<file path="config.mk">
export PLATFORM = sky130hd
export DESIGN_NAME = svi_target
export DESIGN_NICKNAME = d
export VERILOG_FILES = /design/src/rtl/svi_target.sv
export SDC_FILE = /design/constraint.sdc
export NUM_CORES = 1
export LEC_CHECK = 0
export ABC_AREA = 1
export CAP_MARGIN = 20
export CORE_AREA = 2 2 176 178
export CTS_BUF_LIST = sky130_fd_sc_hd__clkbuf_8
export CTS_CLUSTER_SIZE = 16
export DETAILED_ROUTE_END_ITERATION = 10
export DIE_AREA = 0 0 178 180
export DONT_BUFFER_PORTS = 1
export PLACE_DENSITY = 0.8
export SLEW_MARGIN = 25
export SYNTH_ARGS = -nofsm -noshare
export SYNTH_HDL_FRONTEND = slang
export SYNTH_SLANG_ARGS = --single-unit
</file>
<file path="constraint.sdc">
create_clock -name clk -period 6.3 [get_ports clk]
set_input_delay 0.63 -clock clk [delete_from_list [all_inputs] [get_ports clk]]
set_output_delay 0.63 -clock clk [all_outputs]
set_load 0.01 [all_outputs]
</file>
<file path="src/rtl/svi_target.sv">
// svi_target: SVI register-file target with up to NREGS registers of DATA_W bits.
//
// Each request takes three states: IDLE accepts it, EXEC performs the access,
// RESP holds the response. An accepted request therefore produces svi_rsp_valid
// two cycles later. A new request can be accepted at most once every three cycles.
//
// Ports:
//   clk, rst        - clock (rising edge) and synchronous active-high reset
//   svi_req_*       - request channel (valid/ready, write, addr, wdata, byte enables)
//   svi_rsp_*       - response channel (valid/ready, rdata, err)
//
// Build option:
//   SVI_TARGET_ERR_EN - when defined, svi_rsp_err flags out-of-range accesses;
//                       otherwise svi_rsp_err is tied to 0.
module svi_target #(
    parameter int unsigned ADDR_W = 4,
    parameter int unsigned DATA_W = 32,
    parameter int unsigned NREGS  = 12
) (
    input  logic                clk,
    input  logic                rst,
    input  logic                svi_req_valid,
    output logic                svi_req_ready,
    input  logic                svi_req_write,
    input  logic [ADDR_W-1:0]   svi_req_addr,
    input  logic [DATA_W-1:0]   svi_req_wdata,
    input  logic [DATA_W/8-1:0] svi_req_be,
    output logic                svi_rsp_valid,
    input  logic                svi_rsp_ready,
    output logic [DATA_W-1:0]   svi_rsp_rdata,
    output logic                svi_rsp_err
);

    localparam int unsigned NBytes = DATA_W / 8;

    typedef enum logic [1:0] {
        StIdle,
        StExec,
        StResp
    } state_e;

    state_e              state_q, state_d;
    logic                write_q;
    logic [ADDR_W-1:0]   addr_q;
    logic [DATA_W-1:0]   wdata_q;
    logic [NBytes-1:0]   be_q;
    logic [DATA_W-1:0]   regs_q [NREGS];
    logic [DATA_W-1:0]   rsp_rdata_q, rsp_rdata_d;
    logic [DATA_W-1:0]   rd_val;

    // Out-of-range addresses match no register, so they read as 0 and
    // writes to them touch nothing.
    always_comb begin
        rd_val = '0;
        for (int i = 0; i < int'(NREGS); i++) begin
            if (addr_q == ADDR_W'(i)) begin
                rd_val = regs_q[i];
            end
        end
    end

    always_comb begin
        state_d       = state_q;
        rsp_rdata_d   = rsp_rdata_q;
        svi_req_ready = 1'b0;
        svi_rsp_valid = 1'b0;
        unique case (state_q)
            StIdle: begin
                svi_req_ready = 1'b1;
                if (svi_req_valid) begin
                    state_d = StExec;
                end
            end
            StExec: begin
                // rd_val comes from regs_q, i.e. the value before this cycle's write.
                rsp_rdata_d = write_q ? '0 : rd_val;
                state_d     = StResp;
            end
            StResp: begin
                svi_rsp_valid = 1'b1;
                if (svi_rsp_ready) begin
                    state_d = StIdle;
                end
            end
            default: state_d = StIdle;
        endcase
        // Both handshake outputs stay low for as long as reset is asserted.
        if (rst) begin
            svi_req_ready = 1'b0;
            svi_rsp_valid = 1'b0;
        end
    end

    always_ff @(posedge clk) begin
        if (rst) begin
            state_q     <= StIdle;
            rsp_rdata_q <= '0;
            write_q     <= 1'b0;
            addr_q      <= '0;
            wdata_q     <= '0;
            be_q        <= '0;
            for (int i = 0; i < int'(NREGS); i++) begin
                regs_q[i] <= '0;
            end
        end else begin
            state_q     <= state_d;
            rsp_rdata_q <= rsp_rdata_d;
            if (state_q == StIdle && svi_req_valid) begin
                write_q <= svi_req_write;
                addr_q  <= svi_req_addr;
                wdata_q <= svi_req_wdata;
                be_q    <= svi_req_be;
            end
            if (state_q == StExec && write_q) begin
                for (int i = 0; i < int'(NREGS); i++) begin
                    if (addr_q == ADDR_W'(i)) begin
                        for (int b = 0; b < int'(NBytes); b++) begin
                            if (be_q[b]) begin
                                regs_q[i][8*b +: 8] <= wdata_q[8*b +: 8];
                            end
                        end
                    end
                end
            end
        end
    end

    assign svi_rsp_rdata = rsp_rdata_q;

`ifdef SVI_TARGET_ERR_EN
    localparam logic [ADDR_W:0] NRegsW = (ADDR_W + 1)'(NREGS);

    logic in_range;
    logic rsp_err_q;

    assign in_range = ({1'b0, addr_q} < NRegsW);

    always_ff @(posedge clk) begin
        if (rst) begin
            rsp_err_q <= 1'b0;
        end else if (state_q == StExec) begin
            rsp_err_q <= ~in_range;
        end
    end

    assign svi_rsp_err = rsp_err_q;
`else
    assign svi_rsp_err = 1'b0;
`endif

endmodule

</file>
Word-level counts from Yosys, hierarchy flattened
Memory sizes are Yosys's and may differ from the RTL's.
Index checks and enable logic that the tools add are counted.
Widths: inputs -> output; s select.
{ "word_totals": {"n_memories": 1, "wordCells": 341, "output_inout_bits": 35, "in_bits": 45, "register_bits": 75, "ramBits": 384} }
{ "mem_list": {"columns": ["name", "depth", "word_bits", "rd", "rd_clocked_by_memory_dff", "write_ports", "line", "text"], "rows": [
  ["regs_q", 12, 32, 12, 0, 12, "47", "logic [DATA_W-1:0] regs_q [NREGS];"]
]} }
{ "op_classes": {"reduce_logical": 5, "muxes": 266, "n_bitwise": 48, "n_eq_ne": 15} }
{ "op_table": {"columns": ["operator", "n"], "rows": [
  ["$mux 32", 13],
  ["$mux 8", 48],
  ["$mux 1", 202],
  ["$or 1x1->1", 48],
  ["$eq 4x3->1 const B", 4],
  ["$eq 4x4->1 const B", 4],
  ["$eq 4x2->1 const B", 2],
  ["$pmux 2 s3", 1],
  ["$eq 4x1->1 const B", 1],
  ["$logic_not 4->1", 1],
  ["$mux 2", 2],
  ["$ne 2x2->1 const B", 2],
  ["$eq 2x1->1 const B", 1],
  ["$eq 2x2->1 const B", 1],
  ["$logic_and 1x1->1", 2],
  ["$logic_not 2->1", 1],
  ["$reduce_and 2->1", 1]
]} }

Logic depth before layout (Yosys ltp)
Gate-level depths: netlist of run 1.
{ "logic_depth": {"ltp_word": 14, "mapped_depth": 13, "depth_no_buf": 12} }

Worst setup path after synthesis of run 1
Ideal clock, no wire load.
{ "synth_path": {"kind": "register -> register", "from": "reg addr_q[1]", "to": "mem regs_q[11][4], in the netlist regs_q[2][100], enable pin", "n_path_buf": 1, "setup_ns": 0.384, "path_slack_ns": 4.099, "required_ns": 5.916, "arrival_ns": 1.817, "stages_incl_launch_ff": 6, "synth_period_minus_slack_ns": 2.201, "path_cell_list": "dfxtp_1 nand2_2 nor2_1 inv_1 clkbuf_1 o21ai_0"} }
{ "synth_rtl": {"columns": ["element", "line", "text"], "rows": [
  ["from (decl)", "44", "logic [ADDR_W-1:0] addr_q;"],
  ["from (signal assigned)", "110", "addr_q <= svi_req_addr;"],
  ["to (decl)", "47", null]
]} }

==> results of run 1 <==
per-stage QoR:
step | utilization [%] | hold WS [ns] | instances
CTS | 69.2 | 0.0696 | 2401
detailed placement | 64.9 | 0.472 | 2269
floorplan | - | 0.455 | 1951
global route | 69.3 | 0.0835 | 2402
global placement | 64.9 | 0.465 | 2269
finish | 69.3 | 0.104 | 2403
state kept, by name, indices dropped and copies added, names as in the netlist:
name and count:
addr_q 4, be_q 4, regs_q 384, state_q 2
svi_rsp_rdata 32, wdata_q 32, write_q 1
cells in the mapped netlist:
cell      number
nor2_1       448
nand2_1      400
edfxtp_1     384
inv_1        152
a21oi_1       92
nand3_1       92
dfxtp_1       75
clkbuf_1      58
nand4_1       58
o21ai_0       51
or2_0         23
buf_2         20
clkinv_1      17
or2_2         17
inv_2         11
nor3_2         9
o22ai_1        9
nor3_1         7
nor2_2         6
a21boi_1       4
nor2_4         4
buf_1          3
buf_6          3
buf_4          2
nand2_2        2
clkbuf_2       1
conb_1         1
nand2_4        1
nand3_2        1
final cells by class:
| class | count | area share [%] |
|---|---|---|
| Antenna cell | 1 | 0.0120 |
| Tap cell | 396 | 2.37 |
| Inverter | 180 | 3.23 |
| Sequential cell | 459 | 62.3 |
| Timing Repair Buffer | 10 | 0.454 |
| Clock inverter | 55 | 1.16 |
| Multi-Input combinational cell | 1225 | 25.4 |
| Clock buffer | 77 | 5.07 |
worst max path at each step:
stage | from | to | slack [ns] | cells after the start
floorplan | addr_q[1] | regs_q[2][100] | 4.10 | 5
global placement | addr_q[3] | regs_q[2][119] | 3.16 | 8
detailed placement | addr_q[0] | regs_q[2][11] | 3.10 | 5
global route | addr_q[0] | regs_q[2][16] | 2.80 | 5
finish | addr_q[0] | regs_q[2][12] | 3.04 | 5
CTS | addr_q[0] | regs_q[2][12] | 3.09 | 5
worst max-delay path, stage by stage (launching register included):
cell and delay, ns:
dfxtp_1 0.39, nor2_4 0.66, nand2_1 0.65, inv_2 0.58
nand2_1 0.30, nand2_1 0.35
power by group:
part,total (W),internal [W],switching [W]
Combinational,0.000516,0.000122,0.000394
Sequential,0.00348,0.00342,0.0000521
Clock,0.00229,0.00114,0.00115
kinds of logic after synthesis:
group / Yosys count
and+or+nand+nor: 1068
DFF: 459
buffers and inverters: 267
AOI/OAI and AO/OA: 156
other: 1
per-layer routing:
| metal | routed length (µm) | vias up | share of wire (%) | GRT usage [%] |
|---|---|---|---|---|
| li1 | - | 6462 | - | - |
| met1 | 16600 | 6684 | 37 | 33.1 |
| met2 | 24100 | 515 | 54 | 51.7 |
| met3 | 2180 | 131 | 4.9 | 3.68 |
| met4 | 1620 | 0 | 3.6 | 12.0 |
| met5 | 0 | - | 0 | 0 |
==> impl_metrics.tcl, run 1 <==
set metrics [dict create \
    status "finished, final reports clean" \
    min_to "svi_rsp_rdata[24]" \
    rsz0062_at_grt "no" \
    slew_viol_final 0 \
    synth_xor_area_share_pct 0 \
    fmax_ghz 0.307 \
    grt_pass1_vias 13700 \
    ys_seq_area_share_pct 67.2 \
    synthSimpleGateAreaFrac_pct 23.2 \
    hold_start "rst" \
    p_total_w 0.00628 \
    setup_tns_ns 0 \
    synth.area.mux_share_pct 0 \
    setup_viol 0 \
    synth_top_family_by_area "simple AND/OR/NAND/NOR gates" \
    ff2ff_path_depth 5 \
    cts_tree "done" \
    antenna_found_initial 0 \
    relSlewSlack_pct 30.8 \
    hp-class "primary input to flop" \
    place_area_um2 19600 \
    holdBufCountCts 0 \
    viasPerCell 5.74 \
    cellLeakagePower_nw 8.03 \
    vias 13800 \
    netlist.area_leader.share_pct 59.5 \
    fin_ws_ns 3.04 \
    dieWidth_um 178 \
    seq_area_um2 13000 \
    gp_congestion 0.827 \
    drive_gt1_share_pct 7.73 \
    insertion_delay_ns 0.60 \
    drt-initial-drc-count 1204 \
    cts-htree-levels 3 \
    path_max_fanout 28 \
    hold_viol 0 \
    fin_crit_sh_pct 51.8 \
    synth_top_cell_by_area "edfxtp_1" \
    skew_ns 0.0242 \
    synth-seq-cells 459 \
    firstDrtPassIters 6 \
    peakVddDrop_mv 0.245 \
    die-area_um2 32000 \
    synth_cell_types 29 \
    tightest_slew_ns 1.04 \
    overflow 0 \
    ant_nets 0 \
    yosys_warnings 0 \
    grt_max_degree 60 \
    drc 0 \
    p_per_area_nw_per_um2 300 \
    nFillCells 2185 \
    totalWireLength_um 44500 \
    nets 1993 \
    ys_top_cells_by_area "edfxtp_1, nor2_1, dfxtp_1" \
    worstReg2RegEnd "regs_q[2][12]" \
    stdcell_area_um2 20900 \
    cp.arrival_ns 3.52 \
    hpwl_um 29900 \
    multi_input_area_um2 5320 \
    start_util_pct 64.2 \
    cts.repair.resized 0 \
    layout_commonest_cell "nor2_1" \
    critPathKind "flop to flop" \
    synth_compound_area_share_pct 4.14 \
    timing.rr.start "addr_q[0]" \
    dp_slack_ns 3.10 \
    die_h_um 180 \
    core_um2 30200 \
    cp-start-kind "flop" \
    track_usage_pct 28.2 \
    syn_inst 1951 \
    numCtsBuffers 72 \
    io_buffer_count 0 \
    cts_buffer_depth 3 \
    wl_per_cell_um 18.5 \
    final_cell_mix "nor2_1, nand2_1, edfxtp_1, inv_1" \
    cts-root-buf "clkbuf_8" \
    cts_setup_buffers 0 \
    clkTransAtPathRegs_ns 0.06 \
    syn_avg_cell_area_um2 9.94 \
    io_pins 80 \
    syn_nets 1996 \
    min_path_cells 1 \
    grt_first_pass_wirelength_um 69500 \
    critPathRequiredTime_ns 6.55 \
    area_growth_pct 7.88 \
    cts.sinks 459 \
    period_minus_slack_ns 3.26 \
    drv_cap 0 \
    r2r_slack_ns 3.04 \
    synthAdderAreaFrac_pct 0 \
    rows 64 \
    netlist_area_um2 19400 \
    end_kind "flop" \
]
Note: power is estimated with default switching activity, not from simulation.
==> inputs of run 2 (changes only) <==
--- a/config.mk
+++ b/config.mk
@@ -7,13 +7,13 @@
 export LEC_CHECK = 0
 export ABC_AREA = 1
 export CAP_MARGIN = 20
-export CORE_AREA = 2 2 176 178
+export CORE_AREA = 2 2 183 185
 export CTS_BUF_LIST = sky130_fd_sc_hd__clkbuf_8
 export CTS_CLUSTER_SIZE = 16
 export DETAILED_ROUTE_END_ITERATION = 10
-export DIE_AREA = 0 0 178 180
+export DIE_AREA = 0 0 185 187
 export DONT_BUFFER_PORTS = 1
-export PLACE_DENSITY = 0.8
+export PLACE_DENSITY = 0.78
 export SLEW_MARGIN = 25
 export SYNTH_ARGS = -nofsm -noshare
 export SYNTH_HDL_FRONTEND = slang
==> constraint.sdc (replaced) <==
create_clock -name clk -period 2.9 [get_ports clk]
set_input_delay 0.29 -clock clk [delete_from_list [all_inputs] [get_ports clk]]
set_output_delay 0.29 -clock clk [all_outputs]
set_load 0.01 [all_outputs]
==> run 2 against run 1 <==
Critical path depth up 1. Routed wire length up 4.1%. Non-clock buffer count up 61. Maximum frequency up 38%. Utilization down 3.4 points. Clock power up 130%. Cell area up 3.5%. Critical path type unchanged. Largest cell class unchanged.
==> impl_metrics.tcl, run 2 (synthesis results as in run 1) <==
set metrics [dict create \
    post-place-cells 2340 \
    vias 14100 \
    overflow 0 \
    r2r_slack_ns 0.53 \
    grt_first_pass_wirelength_um 71600 \
    p_per_area_nw_per_um2 649 \
    drive_gt1_share_pct 8.57 \
    critPathCapture "regs_q[1][82]" \
    cts.repair.resized 0 \
    status "finished, final reports clean" \
    crit_family "simple AND/OR/NAND/NOR gates" \
    cp.arrival_ns 2.62 \
    setup_viol 0 \
    setup_tns_ns 0 \
    clkTransAtPathRegs_ns 0.06 \
    max_flop_register "regs_q" \
    fin_crit_sh_pct 81.8 \
    rsz0062_at_grt "no" \
    gp_congestion 0.844 \
    cts-root-buf "clkbuf_8" \
    layout_commonest_cell "nor2_1" \
    worstReg2RegEnd "regs_q[1][82]" \
    path_depth 6 \
    hold_viol 0 \
    cts_buffer_depth 3 \
    ant_nets 0 \
    start_util_pct 59.0 \
    nFillCells 2432 \
    cp_slowest_cell "dfxtp_1" \
    drc 0 \
    ff2ff_path_depth 6 \
    end_kind "flop" \
    totalWireLength_um 46400 \
    cellLeakagePower_nw 8.33 \
    io_buffer_count 0 \
    cpPeakStageDelay_ns 0.51 \
    timing.rr.start "addr_q[1]" \
    cts.sinks 459 \
    cp-start-kind "flop" \
    hpwl_um 30700 \
    drt-initial-drc-count 1110 \
    slew_viol_final 0 \
    critPathKind "flop to flop" \
    area_growth_pct 11.7 \
    grt_pass1_vias 14100 \
    relSlewSlack_pct 51.9 \
    viasPerCell 5.62 \
    rows 67 \
    seq_area_um2 13000 \
    track_usage_pct 27.0 \
    grt_max_degree 58 \
    numCtsBuffers 71 \
    path_max_fanout 17 \
    io_pins 80 \
    diodes 0 \
    fin_cells 2513 \
    p_total_w 0.0141 \
    critPathLaunch "addr_q[1]" \
    core_um2 32900 \
    largest_reg_flops 384 \
    insertion_delay_ns 0.60 \
    tightest_slew_ns 0.716 \
    drv_cap 0 \
    multi_input_area_um2 5320 \
    cts-htree-levels 3 \
    dieWidth_um 185 \
    cts_tree "done" \
    period_minus_slack_ns 2.37 \
    fmax_ghz 0.422 \
    critPathRequiredTime_ns 3.15 \
    final_cell_mix "nor2_1, nand2_1, edfxtp_1, inv_1" \
    path_cells "inv_2 > nor2_4 > nand2_2 > inv_2 > nand2_1 > nand2_1" \
    wl_per_cell_um 18.4 \
    firstDrtPassIters 5 \
    skew_ns 0.0313 \
    hp-class "primary input to flop" \
    peakVddDrop_mv 0.453 \
    die_h_um 187 \
    antenna_found_initial 0 \
    die-area_um2 34600 \
    critPathBufInv 2 \
    nets 2053 \
]
## run 2: changes by cell type in the layout (fill, tap and decap cells not counted), moves of 2 or more
cell           before  now
o21ai_0            42   48
buf_4               9   26
dlygate4sd3_1       0   42
clkinvlp_4          1    3
buf_12              0    2
clkinv_1           28   24
o21ai_1             9    3
clkbuf_8           77   75
bufinv_16           0    4
## run 2: through the flow
stage	setup WS [ns]	hold slack (ns)	utilization [%]	cell area (µm²)
floorplan	0.699	0.396	-	19400
global placement	0.628	0.365	60.3	19800
detailed placement	0.578	0.366	60.3	19800
CTS	0.550	0.0154	65.9	21700
global route	0.370	0.0408	65.9	21700
finish	0.529	0.0395	65.9	21700
## run 2: final cells by class
| type | count | share of cell area [%] |
|---|---|---|
| timing repair buffer | 71 | 3.15 |
| tap | 448 | 2.59 |
| sequential | 459 | 60.2 |
| multi-input combinational | 1225 | 24.6 |
| clock inverter | 55 | 1.62 |
| clock buffer | 75 | 4.77 |
| inverter | 180 | 3.12 |
## run 2: power by group
group,switching [W],internal (W),total [W]
logic,0.000898,0.000320,0.00122
registers,0.000115,0.00744,0.00755
clock network,0.00250,0.00278,0.00528
## run 2: worst min path at each step
| stage | slack, ns | endpoint | cells past startpoint | start |
|---|---|---|---|---|
| 5_1_grt | 0.04 | svi_rsp_rdata[13] | 2 | rst |
| 3_5_place_dp | 0.37 | svi_rsp_rdata[0] | 1 | rst |
| 6_report | 0.04 | svi_rsp_rdata[11] | 2 | rst |
| 4_1_cts | 0.02 | svi_rsp_rdata[12] | 2 | rst |
| 3_3_place_gp | 0.37 | svi_rsp_rdata[16] | 1 | rst |
| 2_1_floorplan | 0.40 | state_q[1] | 1 | svi_rsp_ready |
## run 2: timing repair
item                                   4_1_cts  5_1_grt
endpoints found under the hold margin      121        0
hold buffers                                43        0
setup buffers                                0        0
## run 2: per-layer routing
metal,track usage [%],vias up,share of wire [%]
met5,0,-,0
met4,11.3,0,3.7
met3,4.09,146,6.3
met2,49.7,590,53
met1,30.9,6814,37
li1,-,6577,-
